[src/rtl/sensor_read_pkg.sv]
// Shared constants, types and helpers for the sensor_read block.
// Optional feature macro: SENSOR_READ_GLITCH_CNT_EN (per-channel glitch counters).
package sensor_read_pkg;

  // Legal parameter ranges
  localparam int unsigned N_CH_MIN        = 1;
  localparam int unsigned N_CH_MAX        = 32;
  localparam int unsigned SYNC_STAGES_MIN = 2;
  localparam int unsigned SYNC_STAGES_MAX = 4;
  localparam int unsigned STABLE_CNT_MIN  = 1;
  localparam int unsigned STABLE_CNT_MAX  = 255;

  // Width of each per-channel glitch counter
  localparam int unsigned GLITCH_CNT_W = 8;

  // Snapshot handshake FSM states
  typedef enum logic {
    IDLE = 1'b0,
    HOLD = 1'b1
  } snap_state_t;

  // Pull an integer parameter into [lo, hi]
  function automatic int unsigned clamp_u(input int unsigned v,
                                          input int unsigned lo,
                                          input int unsigned hi);
    return (v < lo) ? lo : ((v > hi) ? hi : v);
  endfunction

endpackage

[src/rtl/sensor_read_chan.sv]
// One sensor channel: synchroniser, persistence filter, edge pulses,
// sticky change flag and (with SENSOR_READ_GLITCH_CNT_EN) a glitch counter.
module sensor_read_chan
  import sensor_read_pkg::*;
#(
  parameter int unsigned SYNC_STAGES = 2,
  parameter int unsigned STABLE_CNT  = 4
) (
  input  logic clk,
  input  logic rst_n,
  input  logic i_raw,
  input  logic i_evt_clr,
  output logic o_out,
  output logic o_rise,
  output logic o_fall,
  output logic o_sticky
`ifdef SENSOR_READ_GLITCH_CNT_EN
  ,
  output logic [GLITCH_CNT_W-1:0] o_glitch_cnt
`endif
);

  localparam int unsigned CNT_W = $clog2(STABLE_CNT + 1);

  logic [SYNC_STAGES-1:0] r_sync;
  logic [CNT_W-1:0]       r_cnt;
  logic                   r_out;
  logic                   r_rise;
  logic                   r_fall;
  logic                   r_sticky;

  logic w_s;
  logic w_diff;
  logic w_accept;

  assign w_s      = r_sync[SYNC_STAGES-1];
  assign w_diff   = (w_s != r_out);
  assign w_accept = w_diff && (r_cnt == CNT_W'(STABLE_CNT - 1));

  // Metastability synchroniser: shift raw level through SYNC_STAGES flops
  always_ff @(posedge clk or negedge rst_n) begin
    if (!rst_n) begin
      r_sync <= '0;
    end else begin
      r_sync <= {r_sync[SYNC_STAGES-2:0], i_raw};
    end
  end

  // Persistence filter: accept a new level after STABLE_CNT differing cycles
  always_ff @(posedge clk or negedge rst_n) begin
    if (!rst_n) begin
      r_cnt  <= '0;
      r_out  <= 1'b0;
      r_rise <= 1'b0;
      r_fall <= 1'b0;
    end else begin
      r_rise <= 1'b0;
      r_fall <= 1'b0;
      if (!w_diff) begin
        r_cnt <= '0;
      end else if (w_accept) begin
        r_out  <= w_s;
        r_cnt  <= '0;
        r_rise <= w_s;
        r_fall <= ~w_s;
      end else begin
        r_cnt <= r_cnt + CNT_W'(1);
      end
    end
  end

  // Sticky change flag: an accepted change beats a same-cycle clear
  always_ff @(posedge clk or negedge rst_n) begin
    if (!rst_n) begin
      r_sticky <= 1'b0;
    end else if (w_accept) begin
      r_sticky <= 1'b1;
    end else if (i_evt_clr) begin
      r_sticky <= 1'b0;
    end
  end

`ifdef SENSOR_READ_GLITCH_CNT_EN
  logic [GLITCH_CNT_W-1:0] r_glitch_cnt;
  logic                    w_glitch;

  // A glitch is an excursion that returns to out's level before acceptance
  assign w_glitch = !w_diff && (r_cnt != '0);

  // Saturating glitch counter, cleared together with the sticky flag
  always_ff @(posedge clk or negedge rst_n) begin
    if (!rst_n) begin
      r_glitch_cnt <= '0;
    end else if (i_evt_clr) begin
      r_glitch_cnt <= '0;
    end else if (w_glitch && !(&r_glitch_cnt)) begin
      r_glitch_cnt <= r_glitch_cnt + GLITCH_CNT_W'(1);
    end
  end

  assign o_glitch_cnt = r_glitch_cnt;
`endif

  assign o_out    = r_out;
  assign o_rise   = r_rise;
  assign o_fall   = r_fall;
  assign o_sticky = r_sticky;

endmodule

[src/rtl/sensor_read.sv]
// Multi-channel debounced sensor reader with a valid/ready snapshot port.
// Optional feature macro: SENSOR_READ_GLITCH_CNT_EN adds the glitch_cnt output.
module sensor_read
  import sensor_read_pkg::*;
#(
  parameter int unsigned N_CH        = 8,
  parameter int unsigned SYNC_STAGES = 2,
  parameter int unsigned STABLE_CNT  = 4
) (
  input  logic            clk,
  input  logic            rst_n,
  input  logic [N_CH-1:0] in_raw,
  output logic [N_CH-1:0] out,
  output logic [N_CH-1:0] rise,
  output logic [N_CH-1:0] fall,
  output logic [N_CH-1:0] evt_sticky,
  input  logic [N_CH-1:0] evt_clr,
  input  logic            snap_req,
  output logic            snap_valid,
  input  logic            snap_ready,
  output logic [N_CH-1:0] snap_data
`ifdef SENSOR_READ_GLITCH_CNT_EN
  ,
  output logic [N_CH*GLITCH_CNT_W-1:0] glitch_cnt
`endif
);

  localparam int unsigned SYNC_EFF   = clamp_u(SYNC_STAGES, SYNC_STAGES_MIN, SYNC_STAGES_MAX);
  localparam int unsigned STABLE_EFF = clamp_u(STABLE_CNT, STABLE_CNT_MIN, STABLE_CNT_MAX);
  localparam bit          N_CH_OK    = (N_CH >= N_CH_MIN) && (N_CH <= N_CH_MAX);

  snap_state_t     r_state;
  logic            r_snap_valid;
  logic [N_CH-1:0] r_snap_data;

  // Per-channel filters, fully independent of each other
  generate
    if (N_CH_OK) begin : g_chan_array
      for (genvar i = 0; i < N_CH; i++) begin : g_chan
        sensor_read_chan #(
          .SYNC_STAGES (SYNC_EFF),
          .STABLE_CNT  (STABLE_EFF)
        ) u_chan (
          .clk          (clk),
          .rst_n        (rst_n),
          .i_raw        (in_raw[i]),
          .i_evt_clr    (evt_clr[i]),
          .o_out        (out[i]),
          .o_rise       (rise[i]),
          .o_fall       (fall[i]),
          .o_sticky     (evt_sticky[i])
`ifdef SENSOR_READ_GLITCH_CNT_EN
          ,
          .o_glitch_cnt (glitch_cnt[i*GLITCH_CNT_W +: GLITCH_CNT_W])
`endif
        );
      end
    end else begin : g_bad_n_ch
      assign out        = '0;
      assign rise       = '0;
      assign fall       = '0;
      assign evt_sticky = '0;
`ifdef SENSOR_READ_GLITCH_CNT_EN
      assign glitch_cnt = '0;
`endif
    end
  endgenerate

  // Snapshot FSM: capture out on request, hold until the consumer takes it
  always_ff @(posedge clk or negedge rst_n) begin
    if (!rst_n) begin
      r_state      <= IDLE;
      r_snap_valid <= 1'b0;
      r_snap_data  <= '0;
    end else begin
      case (r_state)
        IDLE: begin
          if (snap_req) begin
            r_snap_data  <= out;
            r_snap_valid <= 1'b1;
            r_state      <= HOLD;
          end
        end
        HOLD: begin
          if (snap_ready) begin
            r_snap_valid <= 1'b0;
            r_state      <= IDLE;
          end
        end
        default: begin
          r_snap_valid <= 1'b0;
          r_state      <= IDLE;
        end
      endcase
    end
  end

  assign snap_valid = r_snap_valid;
  assign snap_data  = r_snap_data;

endmodule

[config.mk]
export PLATFORM = sky130hd
export DESIGN_NAME = sensor_read
export DESIGN_NICKNAME = d
export VERILOG_FILES = /design/src/rtl/sensor_read_pkg.sv /design/src/rtl/sensor_read_chan.sv /design/src/rtl/sensor_read.sv
export SDC_FILE = /design/constraint.sdc
export NUM_CORES = 1
export LEC_CHECK = 0
export CELL_PAD_IN_SITES_DETAIL_PLACEMENT = 1
export CELL_PAD_IN_SITES_GLOBAL_PLACEMENT = 1
export CORE_MARGIN = 5
export CORE_UTILIZATION = 25
export CTS_CLUSTER_SIZE = 8
export DETAILED_ROUTE_END_ITERATION = 7
export PLACE_DENSITY = 0.59
export SLEW_MARGIN = 20
export SYNTH_ARGS = -nofsm -noshare
export SYNTH_HDL_FRONTEND = slang
export SYNTH_SLANG_ARGS = --single-unit
[constraint.sdc]
create_clock -name clk -period 3.3 [get_ports clk]
set_clock_uncertainty 0.2 [all_clocks]
set_input_delay 0.66 -clock clk [delete_from_list [all_inputs] [get_ports clk]]
set_output_delay 0.66 -clock clk [all_outputs]
set_load 0.01 [all_outputs]
==> impl_metrics.tcl, run 1 <==
set metrics [dict create \
    dp.cells 423 \
    cts-hold-fix-buffers 0 \
    timing_max_transition_violations_final 0 \
    route.detailed.drc 0 \
    post-route-period-util_pct 67.1 \
    cts.clk_slew.worst_paths_ns 0.06 \
    outcome "finished clean" \
    totalNegativeSetupSlack_ns 0 \
    gp_congestion 0.702 \
    worstPathArrival_ns 1.36 \
    path_delay_family "buffers and inverters" \
    postSynthNetCount 251 \
    hold-worst-slack_ns 0.116 \
    postSynthCellCount 223 \
    worst-setup-path-type "flop to output pin" \
    layout.cells.non_filler 439 \
    cp_num_buf_inv 1 \
    fin_nets 290 \
    final-setup-viol-count 0 \
    max-cap-violations 0 \
    grt_first_pass_wirelength_um 8980 \
    portBuffers 60 \
    placeableCoreArea_um2 12500 \
    groute.usage.overall_pct 8.04 \
    firstDrtPassIters 4 \
    final_common_cell "dfrtp_1" \
    ff2ff_setup_slack_ns 1.86 \
    detailed_route_wire_length_um 5570 \
    worst_r2r_endpoint "g_chan_array.g_chan[6].u_chan.o_out$_DFFE_PN0P_" \
    yosys.cell_types.count 17 \
    cts_tree "done" \
    grt_setup_unrepaired "no" \
    die-area_um2 15100 \
    p_leak_nw 1.79 \
    required_ns 2.44 \
    netlist_area_um2 3180 \
    post_synth.cell_area_avg_um2 14.2 \
    die-height_um 123 \
    io_pins 61 \
    initialDrtViolationCount 31 \
    layout_overhead_on_the_synthesized_area_pct 29.9 \
    crit_slowest_cell "clkdlybuf4s50_1" \
    cell_breakdown_of_the_critical_path "clkdlybuf4s50_1" \
    postCtsResizedCells 0 \
    overflow 0 \
    min_period_ns 2.22 \
    peakVddDrop_mv 0.400 \
    ctsHtreeMaxLevel 3 \
    power.density_nw_per_um2 844 \
    cts_buffers 9 \
    drt-wirelength-per-cell_um 12.7 \
    drt.antenna.violating_nets 0 \
    worst_skew_pair.late_latency_ns 0.33 \
    crit_path_max_fanout 6 \
    first_global_vias 1826 \
    antenna_found_initial 0 \
    ys_warn_count 0 \
    highest_count_cells_in_the_layout_ignoring_fill_and_taps "dfrtp_1, clkdlybuf4s50_1, nor3b_1" \
    effective_utilization_at_floorplan_pct 25.4 \
    r2r.worst_path.cells 3 \
    nFillCells 1353 \
    die_width_um 123 \
    timing_hold_violations_final 0 \
    postCtsSetupRepairBufs 0 \
    clock_sinks 82 \
    slowest_delay_ns 0.58 \
    timing_worst_slew_pin_value_ns 0.468 \
    endpoint_kind "output pin" \
    synth-seq-cells 82 \
    antenna_cells 0 \
    via_per_inst 3.89 \
    drive_gt1_share_pct 12.7 \
    final_core_utilization_pct 33.0 \
    ctsLongestPathBuffers 2 \
    vias 1709 \
    std_cell_rows 41 \
    grt_max_degree 83 \
    post-dp-hpwl_um 3790 \
    hp-class "input pin to asynchronous set/reset pin" \
    max_slew_margin_pct 68.8 \
    critical_path.startpoint_type "flop" \
    seq_area_frac_synth_pct 64.6 \
    cts_root_buffer "clkbuf_16" \
    fmax_mhz 451 \
    regToRegStartpoint "g_chan_array.g_chan[6].u_chan.r_cnt[0]$_DFF_PN0_" \
]
## metrics by stage
| step | area, um2 | power (mW) | setup WS (ns) |
|---|---|---|---|
| floorplan | 3180 | 1.98 | 1.84 |
| global placement | 3760 | 2.28 | 1.29 |
| detailed placement | 3760 | 2.31 | 1.28 |
| CTS | 4130 | 3.56 | 1.05 |
| global route | 4130 | 3.70 | 0.998 |
| finish | 4130 | 3.48 | 1.08 |
## Yosys cell counts
cell      instances  area share, %
and2b_1           5            1.2
buf_4            32            7.6
buf_6             1           0.35
dfrtp_1          82             65
ha_1              8            3.2
inv_1            10            1.2
mux2_2            8            2.8
mux2_4            8            3.8
nand2b_1          8            1.6
nand2b_4          1           0.43
nor2_1            1           0.12
nor2b_1           3           0.59
nor3_1            6           0.95
nor3b_1          32            7.6
o21ai_0           1           0.16
o22ai_1           9            1.8
xnor2_1           8            2.2
## how the worst max path moves through the flow
stage / startpoint / end / slack, ns / cells after the start
after global routing: g_chan_array.g_chan[0].u_chan.o_out$_DFFE_PN0P_ / out[0] / 1.0 / 1
after CTS: g_chan_array.g_chan[3].u_chan.o_out$_DFFE_PN0P_ / out[3] / 1.05 / 1
after floorplan: snap_req / snap_data[0]$_DFFE_PN0P_ / 1.84 / 3
after detailed placement: snap_req / snap_data[6]$_DFFE_PN0P_ / 1.28 / 3
after global placement: snap_req / snap_data[7]$_DFFE_PN0P_ / 1.29 / 3
final: g_chan_array.g_chan[5].u_chan.o_out$_DFFE_PN0P_ / out[5] / 1.08 / 1
## flip-flops by register name (all words and copies together), names as in the netlist
name,flops
g_chan_array.g_chan.u_chan.r_cnt,24
g_chan_array.g_chan.u_chan.o_out,8
snap_data,8
r_state,1
g_chan_array.g_chan.u_chan.o_sticky,8
snap_valid,1
g_chan_array.g_chan.u_chan.o_fall,8
g_chan_array.g_chan.u_chan.r_sync,16
g_chan_array.g_chan.u_chan.o_rise,8
## cell type report
| type | count | area, um2 | area share [%] |
|---|---|---|---|
| Multi-Input combinational cell | 98 | 836 | 20.3 |
| Timing Repair Buffer | 61 | 618 | 15.0 |
| Clock inverter | 5 | 125 | 3.03 |
| Sequential cell | 82 | 2050 | 49.7 |
| Clock buffer | 11 | 243 | 5.88 |
| Inverter | 10 | 37.5 | 0.910 |
| Tap cell | 172 | 215 | 5.22 |
## cells by family (layout without fill, tap and decap cells)
kind of cell / Yosys count / in the layout / synth area share (%)
fa+ha+maj: 8 / 8 / 3.15
mux: 16 / 16 / 6.62
xor+xnor: 8 / 8 / 2.21
flops: 82 / 82 / 64.6
compound gates: 10 / 10 / 1.93
buf+inv: 43 / 87 / 9.10
simple gates: 56 / 56 / 12.4
## power by group
group,switching (mW),internal [mW]
Sequential,0.167,1.23
Combinational,0.344,0.521
Clock,0.382,0.835
## per-layer routing
metal	up-vias	wire, um	track usage, %
met4	0	97	3.36
met1	852	2300	8.60
met5	-	0	0
met3	11	590	5.53
met2	50	2580	12.3
li1	796	-	-
Note: power is estimated with default switching activity, not from simulation.
==> run 2, diff against run 1 <==
- PLACE_DENSITY: 0.59 -> 0.61
- clock period: 3.3 -> 1.9 ns (I/O delays scaled with it)
==> run 2 against run 1 <==
Routed wire length increased by 2.2%. Combinational power increased by 82%. Sequential share of layout area grew 1.1 points. Cell count is 0.46% higher. Design area shrank 1.9%. Clock-buffer cell count grew 1. Hold slack improved by 0.029 ns. Total power increased by 57%. Sequential cell count is the same. First-iteration DRC count increased by 61%.
==> impl_metrics.tcl, run 2 (same netlist as run 1, synthesis figures left out) <==
set metrics [dict create \
    fmax_mhz 544 \
    reg_top3 "g_chan_array.g_chan.u_chan.r_cnt (24), g_chan_array.g_chan.u_chan.r_sync (16)" \
    crit_path_max_fanout 4 \
    grt_max_degree 67 \
    detailed_route_wire_length_um 5690 \
    totalPowerFinal_mw 5.47 \
    initialDrtViolationCount 50 \
    route.detailed.drc 0 \
    required_ns 1.32 \
    final_common_cell "dfrtp_1" \
    layout_overhead_on_the_synthesized_area_pct 27.4 \
    die_width_um 123 \
    cts.clk_slew.worst_paths_ns 0.05 \
    max_slew_margin_pct 74.8 \
    layout.cells.non_filler 441 \
    die-height_um 123 \
    cts_tree "done" \
    endpoint_kind "output pin" \
    final_core_utilization_pct 32.3 \
    effective_utilization_at_floorplan_pct 25.4 \
    worstPathArrival_ns 1.26 \
    drt-wirelength-per-cell_um 12.9 \
    cts_root_buffer "clkbuf_16" \
    post-dp-hpwl_um 3980 \
    cp_num_buf_inv 1 \
    startpoint "g_chan_array.g_chan[0].u_chan.o_out$_DFFE_PN0P_" \
    io_pins 61 \
    ctsLongestPathBuffers 2 \
    regToRegStartpoint "g_chan_array.g_chan[3].u_chan.r_cnt[0]$_DFF_PN0_" \
    crit_slowest_cell "clkdlybuf4s50_1" \
    critical_path.startpoint_type "flop" \
    drive_gt1_share_pct 13.8 \
    grt_setup_unrepaired "no" \
    final-setup-viol-count 0 \
    slowest_delay_ns 0.54 \
    gp_congestion 0.701 \
    post-route-period-util_pct 96.7 \
    timing_hold_violations_final 0 \
    timing_worst_slew_pin_value_ns 0.375 \
    hold-worst-slack_ns 0.146 \
    groute.usage.overall_pct 8.42 \
    hp-class "flop to flop" \
    holdCritStartpoint "g_chan_array.g_chan[7].u_chan.r_sync[0]$_DFF_PN0_" \
    ctsHtreeMaxLevel 3 \
    multiInputGateArea_um2 836 \
    first_global_vias 1831 \
    overflow 0 \
    drt.antenna.violating_nets 0 \
    cts_buffers 9 \
    peakVddDrop_mv 0.389 \
    worst-setup-path-type "flop to output pin" \
    worst_skew_pair.late_latency_ns 0.33 \
    antenna_found_initial 0 \
    max-cap-violations 0 \
    min_period_ns 1.84 \
    path_delay_family "buffers and inverters" \
    vias 1741 \
    grt_first_pass_wirelength_um 9400 \
    outcome "finished clean" \
    antenna_cells 0 \
    postPlaceCellArea_um2 3770 \
    clock_sinks 82 \
    cell_breakdown_of_the_critical_path "clkdlybuf4s50_1" \
    largest_register_ff_count 24 \
    die-area_um2 15100 \
    preCtsSetupSlack_ns 0.158 \
    highest_count_cells_in_the_layout_ignoring_fill_and_taps "dfrtp_1, clkdlybuf4s50_1, nor3b_1" \
    totalNegativeSetupSlack_ns 0 \
    post-route-worst-setup-slack_ns 0.0628 \
    dp.cells 424 \
    portBuffers 60 \
    timing_max_transition_violations_final 0 \
    fin_nets 295 \
    largest_register "g_chan_array.g_chan.u_chan.r_cnt" \
    placeableCoreArea_um2 12500 \
    via_per_inst 3.95 \
    power.density_nw_per_um2 1350 \
    p_leak_nw 1.78 \
    firstDrtPassIters 4 \
    ff_latch_area_um2 2060 \
    nFillCells 1353 \
    final_design_area_no_fill_um2 4050 \
    std_cell_rows 41 \
]
-- run 2: changes by cell type in the layout (fill, tap and decap cells not counted), moves of 2 or more --
cell             previous run  this run
dfrtp_2                     0         4
dfrtp_1                    82        78
buf_4                       1         5
clkbuf_1                    1         3
bufinv_16                   4         0
dlygate4sd2_1               0         3
dlymetal6s2s_1              0         2
clkdlybuf4s50_1            59        54
-- run 2: power breakdown --
part | internal (mW) | leakage (nW) | switching [mW] | total [mW]
registers | 2.15 | 1.05 | 0.263 | 2.41
logic | 0.930 | 0.612 | 0.638 | 1.57
clock network | 0.861 | 0.118 | 0.629 | 1.49
-- run 2: repair_timing --
item	CTS	global route
setup buffers	1	2
setup endpoints to repair	7	3
resized for setup	7	2
endpoints found under the hold margin	16	0
hold buffers	1	0
-- run 2: routing by layer --
metal  part of all wire (%)  wire, um  track usage (%)
met2                     46      2620             12.2
met1                     43      2450             10.1
met5                      0         0                0
met3                    8.2       465             3.96
met4                    2.8       157             5.04
-- run 2: final cells by class --
| cell class | instances | share of cell area [%] |
|---|---|---|
| clock buffers | 12 | 5.84 |
| clock inverters | 1 | 0.124 |
| inverters | 10 | 0.928 |
| multi-input cells | 98 | 20.7 |
| flip-flops and latches | 82 | 50.8 |
| well taps | 172 | 5.32 |
| repair buffers | 66 | 16.3 |
-- run 2: worst paths after layout --
kind,endpoint,slack (ns),cells after the start
hold / removal,g_chan_array.g_chan[7].u_chan.r_sync[1]$_DFF_PN0_,0.15,0
max in group asynchronous,g_chan_array.g_chan[5].u_chan.o_out$_DFFE_PN0P_,0.60,3
hold reg to reg,g_chan_array.g_chan[7].u_chan.r_sync[1]$_DFF_PN0_,0.15,0
min in group asynchronous,g_chan_array.g_chan[4].u_chan.o_sticky$_DFFE_PN0P_,0.26,2
setup / recovery,out[0],0.06,1
setup reg to reg,g_chan_array.g_chan[3].u_chan.o_out$_DFFE_PN0P_,0.44,3
